### src/rtl/commit_trace_buffer.sv
// Commit-trace capture unit: snoops per-instruction commit signals into a FWFT FIFO
// and flags self-loop halt or cycle-limit timeout.
module commit_trace_buffer #(
    parameter int XLEN        = 32,
    parameter int DEPTH       = 16,
    parameter int CYCLE_LIMIT = 7800,
    parameter int OVERWRITE   = 0
) (
    input  logic                     clk,
    input  logic                     rst,
    input  logic                     enable,
    input  logic                     commit_valid,
    input  logic [XLEN-1:0]          pc_addr,
    input  logic [31:0]              instruction,
    input  logic                     reg_write,
    input  logic [4:0]               rd_addr,
    input  logic [XLEN-1:0]          rd_data,
    input  logic                     mem_write,
    input  logic [XLEN-1:0]          mem_addr,
    input  logic [XLEN-1:0]          mem_data,
    output logic                     trace_valid,
    input  logic                     trace_ready,
    output logic [31:0]              trace_cycle,
    output logic [XLEN-1:0]          trace_pc,
    output logic [31:0]              trace_instr,
    output logic                     trace_rd_we,
    output logic [4:0]               trace_rd_addr,
    output logic [XLEN-1:0]          trace_rd_data,
    output logic                     trace_mem_we,
    output logic [XLEN-1:0]          trace_mem_addr,
    output logic [XLEN-1:0]          trace_mem_data,
    output logic [$clog2(DEPTH):0]   count,
    output logic [15:0]              lost,
    output logic [31:0]              cycle,
    output logic                     halted,
    output logic                     timeout
);
    localparam int AW = $clog2(DEPTH);
    localparam int CW = AW + 1;

    typedef enum logic [1:0] {S_IDLE, S_RUN, S_HALTED, S_TIMEOUT} state_t;

    typedef struct packed {
        logic [31:0]     cycle;
        logic [XLEN-1:0] pc;
        logic [31:0]     instr;
        logic            rd_we;
        logic [4:0]      rd_addr;
        logic [XLEN-1:0] rd_data;
        logic            mem_we;
        logic [XLEN-1:0] mem_addr;
        logic [XLEN-1:0] mem_data;
    } rec_t;

    state_t          state_q, state_d;
    logic [AW-1:0]   wr_ptr_q, wr_ptr_d;
    logic [AW-1:0]   rd_ptr_q, rd_ptr_d;
    logic [CW-1:0]   count_q, count_d;
    logic [15:0]     lost_q, lost_d;
    logic [31:0]     cycle_q, cycle_d;
    logic [XLEN-1:0] prev_pc_q, prev_pc_d;

    rec_t            fifo_q [DEPTH];
    rec_t            push_rec;
    rec_t            head;

    logic            in_run;
    logic            push;
    logic            pop;
    logic            full;
    logic            wr_en;
    logic            halt_hit;
    logic            cycle_hit;

    always_comb begin
        in_run    = (state_q == S_RUN);
        push      = in_run && commit_valid;
        pop       = (count_q != '0) && trace_ready;
        full      = (count_q == CW'(DEPTH));
        halt_hit  = push && (instruction == 32'h0000_006F) && (pc_addr == prev_pc_q);
        cycle_hit = (cycle_q == 32'(CYCLE_LIMIT - 1));
        // When full without a pop, only overwrite mode lets the new record in.
        wr_en     = push && (!full || pop || (OVERWRITE != 0));
    end

    always_ff @(posedge clk or posedge rst) begin
        if (rst) begin
            state_q <= S_IDLE;
        end else begin
            state_q <= state_d;
        end
    end

    always_comb begin
        state_d = state_q;
        case (state_q)
            S_IDLE:  if (enable) state_d = S_RUN;
            S_RUN: begin
                if (halt_hit)       state_d = S_HALTED;
                else if (cycle_hit) state_d = S_TIMEOUT;
            end
            default: state_d = state_q;
        endcase
    end

    always_comb begin
        halted  = (state_q == S_HALTED);
        timeout = (state_q == S_TIMEOUT);
    end

    always_comb begin
        push_rec.cycle    = cycle_q;
        push_rec.pc       = pc_addr;
        push_rec.instr    = instruction;
        push_rec.rd_we    = reg_write && (rd_addr != 5'd0);
        push_rec.rd_addr  = rd_addr;
        push_rec.rd_data  = rd_data;
        push_rec.mem_we   = mem_write;
        push_rec.mem_addr = mem_addr;
        push_rec.mem_data = mem_data;
    end

    always_comb begin
        wr_ptr_d  = wr_ptr_q;
        rd_ptr_d  = rd_ptr_q;
        count_d   = count_q;
        lost_d    = lost_q;
        cycle_d   = cycle_q;
        prev_pc_d = prev_pc_q;
        if (in_run) cycle_d = cycle_q + 32'd1;
        if (push) prev_pc_d = pc_addr;
        if (wr_en) wr_ptr_d = wr_ptr_q + AW'(1);
        // Overwrite on a full FIFO retires the oldest entry just like a pop.
        if (pop || (wr_en && full && !pop)) rd_ptr_d = rd_ptr_q + AW'(1);
        if (wr_en && !pop && !full)    count_d = count_q + CW'(1);
        else if (pop && !wr_en)        count_d = count_q - CW'(1);
        if (push && full && !pop && (lost_q != 16'hFFFF)) lost_d = lost_q + 16'd1;
    end

    always_ff @(posedge clk or posedge rst) begin
        if (rst) begin
            wr_ptr_q  <= '0;
            rd_ptr_q  <= '0;
            count_q   <= '0;
            lost_q    <= '0;
            cycle_q   <= '0;
            prev_pc_q <= XLEN'(1);
        end else begin
            wr_ptr_q  <= wr_ptr_d;
            rd_ptr_q  <= rd_ptr_d;
            count_q   <= count_d;
            lost_q    <= lost_d;
            cycle_q   <= cycle_d;
            prev_pc_q <= prev_pc_d;
        end
    end

    // Record storage carries no reset; validity is tracked by count_q alone.
    always_ff @(posedge clk) begin
        if (wr_en) fifo_q[wr_ptr_q] <= push_rec;
    end

    always_comb begin
        head           = fifo_q[rd_ptr_q];
        trace_valid    = (count_q != '0);
        trace_cycle    = trace_valid ? head.cycle    : '0;
        trace_pc       = trace_valid ? head.pc       : '0;
        trace_instr    = trace_valid ? head.instr    : '0;
        trace_rd_we    = trace_valid ? head.rd_we    : 1'b0;
        trace_rd_addr  = trace_valid ? head.rd_addr  : '0;
        trace_rd_data  = trace_valid ? head.rd_data  : '0;
        trace_mem_we   = trace_valid ? head.mem_we   : 1'b0;
        trace_mem_addr = trace_valid ? head.mem_addr : '0;
        trace_mem_data = trace_valid ? head.mem_data : '0;
        count          = count_q;
        lost           = lost_q;
        cycle          = cycle_q;
    end

endmodule

### config.mk
export PLATFORM = sky130hd
export DESIGN_NAME = commit_trace_buffer
export DESIGN_NICKNAME = d
export VERILOG_FILES = /design/src/rtl/commit_trace_buffer.sv
export SDC_FILE = /design/constraint.sdc
export NUM_CORES = 2
export LEC_CHECK = 0
export ABC_AREA = 1
export ABC_CLOCK_PERIOD_IN_PS = 11000
export CAP_MARGIN = 25
export CELL_PAD_IN_SITES_DETAIL_PLACEMENT = 0
export CELL_PAD_IN_SITES_GLOBAL_PLACEMENT = 1
export CORE_ASPECT_RATIO = 0.8
export CORE_UTILIZATION = 33
export DETAILED_ROUTE_END_ITERATION = 16
export MAX_ROUTING_LAYER = met4
export PLACE_DENSITY_LB_ADDON = 0.1
export SLEW_MARGIN = 20
export SYNTH_ARGS = -nofsm -noshare
export SYNTH_HDL_FRONTEND = slang
export SYNTH_SLANG_ARGS = --single-unit
### constraint.sdc
create_clock -name clk -period 11 [get_ports clk]
set_input_delay 1.65 -clock clk [delete_from_list [all_inputs] [get_ports clk]]
set_output_delay 1.65 -clock clk [all_outputs]
set_load 0.005 [all_outputs]
; Yosys cells after proc, flatten, opt, wreduce, memory -nomap -nowiden
; Memory sizes are Yosys's and may differ from the RTL's.
; Index checks and enable logic that the tools add are counted.
[classes]
n_eq_ne = 10
reduce_logical = 25
n_addsub = 6
mux = 17
[op_table]
columns = op, n
row1 = two-way mux 32 bit, 6
row2 = adder 32 x 1 -> 32 bit (second input constant), 1
row3 = equality test 32 x 13 -> 1 bit (second input constant), 1
row4 = equality test 32 bit, 1
row5 = equality test 32 x 7 -> 1 bit (second input constant), 1
row6 = adder 16 x 1 -> 16 bit (second input constant), 1
row7 = != test 16 bit (second input constant), 1
row8 = two-way mux 5 bit, 3
row9 = logical AND 1 bit, 14
row10 = nonzero test 5 bit, 2
row11 = adder 4 x 1 -> 4 bit (second input constant), 2
row12 = two-way mux 2 bit, 3
row13 = adder 5 x 1 -> 5 bit (second input constant), 1
row14 = equality test 5 bit (second input constant), 1
row15 = subtractor 5 x 1 -> 5 bit (second input constant), 1
row16 = equality test 2 bit (second input constant), 2
row17 = two-way mux 1 bit, 4
row18 = one-hot mux 2 bit (2 select lines), 1
row19 = nonzero test 2 bit, 2
row20 = zero test 1 bit, 3
row21 = != test 3 x 1 -> 1 bit (second input constant), 1
row22 = AND reduction 3 bit, 1
row23 = equality test 2 x 1 -> 1 bit (second input constant), 1
row24 = zero test 2 bit, 1
row25 = other kinds (2), 3
[word_totals]
word_cells = 66
ff_bits = 95
ramBits = 3184
in_bits = 172
mem_count = 1
out_inout_bits = 255
[mem_list]
columns = memory, depth, word_bits, rd, rd_clocked_by_memory_dff, write_ports, line
row1 = fifo_q, 16, 199, 1, 0, 1, 63  ; rec_t fifo_q [DEPTH];

; Longest topological paths before layout
[depth]
depth_word = 8
depth_mapped = 15
ltp_nobuf = 15

; Worst setup path after synthesis
; No wires, ideal clock.
[synth_path]
path_kind = input to register
from = input port commit_valid
to = memory fifo_q[0][0] (netlist name), enable pin
setup_time_ns = 0.761
stages = 6
path_buffers = 0
t_required_ns = 10.239
path_slack_ns = -0.281
arrival_ns = 10.520
cell_sequence = inv_1 > nor2_4 > nand2_1 > inv_1 > nand2_1 > nor2_1
[synth_between]
elab_chain_cells = 4
[synth_rtl]
columns = element, line
row1 = start: declaration, 12  ; input logic commit_valid,
row2 = logical AND 1 bit, 77  ; push = in_run && commit_valid;
row3 = logical AND 1 bit, 83  ; wr_en = push && (!full || pop || (OVERWRITE != 0));
row4 = two-way mux 1 bit, 160  ; if (wr_en) fifo_q[wr_ptr_q] <= push_rec;
row5 = two-way mux 1 bit (not written as such), 160
row6 = end: declaration, 63
; Every way passes these cells.

; Final worst setup path
[layout_path]
from = register rd_ptr_q[0]
to = output port trace_instr[8]
[layout_between]
elab_chain_cells = 2
[layout_rtl]
columns = element, line
row1 = start: declaration, 57  ; logic [AW-1:0] rd_ptr_q, rd_ptr_d;
row2 = start signal: assignment, 150  ; rd_ptr_q <= rd_ptr_d;
row3 = memory (16 x 199 bit), n/a
row4 = two-way mux 32 bit, 168  ; trace_instr = trace_valid ? head.instr : '0;
row5 = end: declaration, 25  ; output logic [31:0] trace_instr,
; Every way passes these cells.

==> metrics.md <==
| Metric | Value |
|---|---|
| Outcome | `completed` |
| Max-cap violations | `0` |
| HP Start | `prev_pc_q[0]` |
| Hold endpoint | `prev_pc_q[0]` |
| Warnings, synthesis | `0` |
| Most frequent cells in the layout | `edfxtp_1, nor2_1, o21ai_0` |
| Critical Path RT | `just over 9 ns` |
| First-pass GRT wire length | `586000 um` |
| Worst skew pair latency | `around 0.95 ns` |
| Worst hold-check path type | `flop to flop` |
| Worst R2R Setup Slack | `~6.6 ns` |
| Die width | `700 um` |
| Root Driver | `clkbuf_16` |
| DRC Markers | `0` |
| Startpoint class of the critical path | `flop` |
| Clk sinks | `3279` |
| Final Skew | `about 0.042 ns` |
| R2R Path End | `fifo_q[6][62]` |
| CTS tree | `done` |
| DIE HEIGHT | `around 560 um` |
| Via count | `80100` |
| Comb pwr share | `33.6%` |
| Clock share of power | `a little under a third` |
| Global route overflow | `0` |
| Worst Setup End Kind | `primary output` |
| Switching Fraction | `35.8%` |
| Max_slew headroom | `16.6%` |
| R2r worst-path depth | `9` |
| Largest net degree at the start of global routing | `between 300 and 400` |
| Starting Density | `33.2%` |
| DRC marker count from the first detailed-route iteration | `approximately 6100` |
| Detail Route Antenna Nets | `0` |
| Power Density | `256 mW/mm2` |
| Vias/cell | `5.31` |
| CTS clock-pin slew for the worst setup and hold paths | `0.06 ns` |
| Post-synth ARST share | `around 2.9%` |
| Worst slew pin tran | `~1.3 ns` |
| Core Rows | `roughly 200` |
| Post-DP HPWL | `195000 um` |
| CTS max path bufs | `4` |
| Pins over their slew limit | `0` |
| Reg-to-Reg Start | `state_q[1]` |
| Buffers on Ports | `426` |
| Crit path kind | `flop to primary output` |
| EDFF count, synth | `3184` |
| Avg Cell Area, Syn | `13.7 um2` |
| Router iterations before antenna repair | `5` |
| Yosys cell types | `40` |
| Endpoints failing setup | `0` |
| Wirelength per Cell | `27.1 um` |
| Seq pwr share | `36.2%` |
| Post_cts resized | `0` |
| Worst Hold Slack | `0.475 ns` |
| Synthesized cell area | `0.129 mm2` |
| I/O Pins | `approximately 430` |
| Worst vdd ir | `0.000279 V` |
| Share of layout cells above drive strength 1 | `6.65%` |
| Wirelength, routed | `a little over 400000 um` |
| CORE AREA | `0.387 mm2` |
| Leakage | `47.2 nW` |
| Top_reg_cell synth | `edfxtp_1` |
| GP Congestion | `0.729` |
| Most common cell after layout, fill and taps aside | `edfxtp_1` |
| Post-synthesis register bit count | `3279` |
| Total track usage | `20.9%` |
| Worst EP arrival | `6.18 ns` |
| Post-Syn Nets | `roughly 9600` |
| FMAX | `128 MHz` |
| Fin crit share | `71.2%` |
| Cell Int Power | `0.0245 W` |
| Fill cells | `36200` |
| Hold Violations, Final | `0` |
| Die area | `a little under 0.4 mm2` |
| Min Tclk post-route | `7.83 ns` |
| RSZ-0062 raised after global routing | `no` |
| Fin nets | `9795` |
| Crit Path Max Fanout | `206` |
| Synthesis-to-layout area growth | `15.8%` |
| Seq/Total Area, Yosys | `76.1%` |
| Initial antenna violation count | `60` |
| Hold_buf cts | `0` |
| CTS H-tree lvls | `5` |
| Num CTS Buffers | `357` |
| Sw Pwr | `about 0.014 W` |
| Post-CTS setup buffers | `0` |
| Mapped Cells | `9399` |
| Pwr Total | `0.0382 W` |
| Vias in the first global route | `79500` |
| Hold-critical path depth | `2` |
-- power by group through the flow --
stage          sequential, W  combinational, W  clock, W
2_1_floorplan         0.0140           0.00718         0
3_3_place_gp          0.0141            0.0129         0
3_5_place_dp          0.0141            0.0129         0
4_1_cts               0.0138            0.0130    0.0118
5_1_grt               0.0138            0.0141    0.0123
6_report              0.0138            0.0128    0.0115
-- cells in the mapped netlist, types with 3 or more instances --
library cell | number | area share, %
a21oi_1 | 201 | 0.78
and2_0 | 3 | 0.015
buf_1 | 20 | 0.058
buf_2 | 100 | 0.39
buf_4 | 97 | 0.57
buf_6 | 23 | 0.20
clkbuf_1 | 454 | 1.3
clkbuf_2 | 27 | 0.10
dfrtp_1 | 94 | 1.8
edfxtp_1 | 3184 | 74
ha_1 | 10 | 0.097
inv_1 | 90 | 0.26
inv_2 | 5 | 0.015
nand2_1 | 228 | 0.66
nand3_1 | 194 | 0.75
nand4_1 | 12 | 0.058
nor2_1 | 1908 | 5.6
nor3_1 | 19 | 0.074
o211ai_1 | 466 | 2.7
o21ai_0 | 1603 | 6.2
o21ai_1 | 10 | 0.039
o221ai_1 | 330 | 2.2
o22ai_1 | 233 | 1.1
xnor2_1 | 25 | 0.17
xor2_1 | 48 | 0.33
-- layout make-up --
| type | instances | area [um2] | area share (%) |
|---|---|---|---|
| diodes | 35 | 87.6 | 0.0587 |
| clock buffers | 449 | 9520 | 6.38 |
| clock inverters | 188 | 1470 | 0.988 |
| inverters | 97 | 430 | 0.289 |
| multi-input cells | 5301 | 27100 | 18.2 |
| flip-flops and latches | 3279 | 98000 | 65.7 |
| well taps | 5150 | 6440 | 4.32 |
| repair buffers | 576 | 6050 | 4.05 |
-- layer usage --
metal	track usage (%)	wire [um]	part of all wire, %	vias to the layer above
met5	-	0	0	-
met4	5.40	10000	2.4	0
met3	3.09	21500	5.3	547
met2	32.2	187000	46	2127
met1	29.2	191000	47	41400
li1	-	-	-	36000
-- how the worst max path moves through the flow --
| stage | start | to | slack [ns] | cells past startpoint |
|---|---|---|---|---|
| 6_report | rd_ptr_q[0] | trace_instr[8] | 3.17 | 11 |
| 2_1_floorplan | commit_valid | fifo_q[0][0] | -0.28 | 6 |
| 4_1_cts | rd_ptr_q[0] | trace_instr[8] | 2.91 | 10 |
| 3_5_place_dp | rd_ptr_q[0] | trace_instr[8] | 4.02 | 10 |
| 5_1_grt | rd_ptr_q[0] | trace_instr[8] | 2.80 | 11 |
| 3_3_place_gp | rd_ptr_q[0] | trace_instr[8] | 3.95 | 10 |
-- state kept, by name (all words and copies together) (netlist names) --
| register | flops |
|---|---|
| prev_pc_q | 32 |
| wr_ptr_q | 4 |
| state_q | 2 |
| cycle | 32 |
| rd_ptr_q | 4 |
| count | 5 |
| fifo_q | 3184 |
| lost | 16 |
-- critical path, stage by stage (launching register included) --
cell and delay, ns:
dfrtp_4 0.71, buf_16 0.27, buf_12 0.59, buf_4 0.78
buf_4 0.75, nor2_1 0.11, nor2_1 0.11, o21ai_0 0.12
o211ai_1 0.14, o211ai_1 0.13, a21oi_1 0.48, clkdlybuf4s50_1 0.62
-- metrics by stage --
stage	setup TNS [ns]	instances	worst slack [ns]	area [um2]	util, %
detailed placement	0	14400	4.02	138000	35.6
finish	0	15100	3.17	149000	38.5
floorplan	-879.66	9399	-0.281	129000	-
global placement	0	14400	3.95	138000	35.6
CTS	0	15000	2.91	149000	38.4
global route	0	15100	2.80	149000	38.5
-- cell families after synthesis --
| kind of cell | Yosys count | share of synthesized area [%] |
|---|---|---|
| buffers and inverters | 819 | 2.94 |
| xor gates and xnor gates | 73 | 0.497 |
| AOI/OAI and AO/OA | 2843 | 13.1 |
| and+or+nand+nor | 2374 | 7.19 |
| adders and majority gates | 11 | 0.113 |
| DFF | 3279 | 76.1 |
Note: power is estimated with default switching activity, not from simulation.
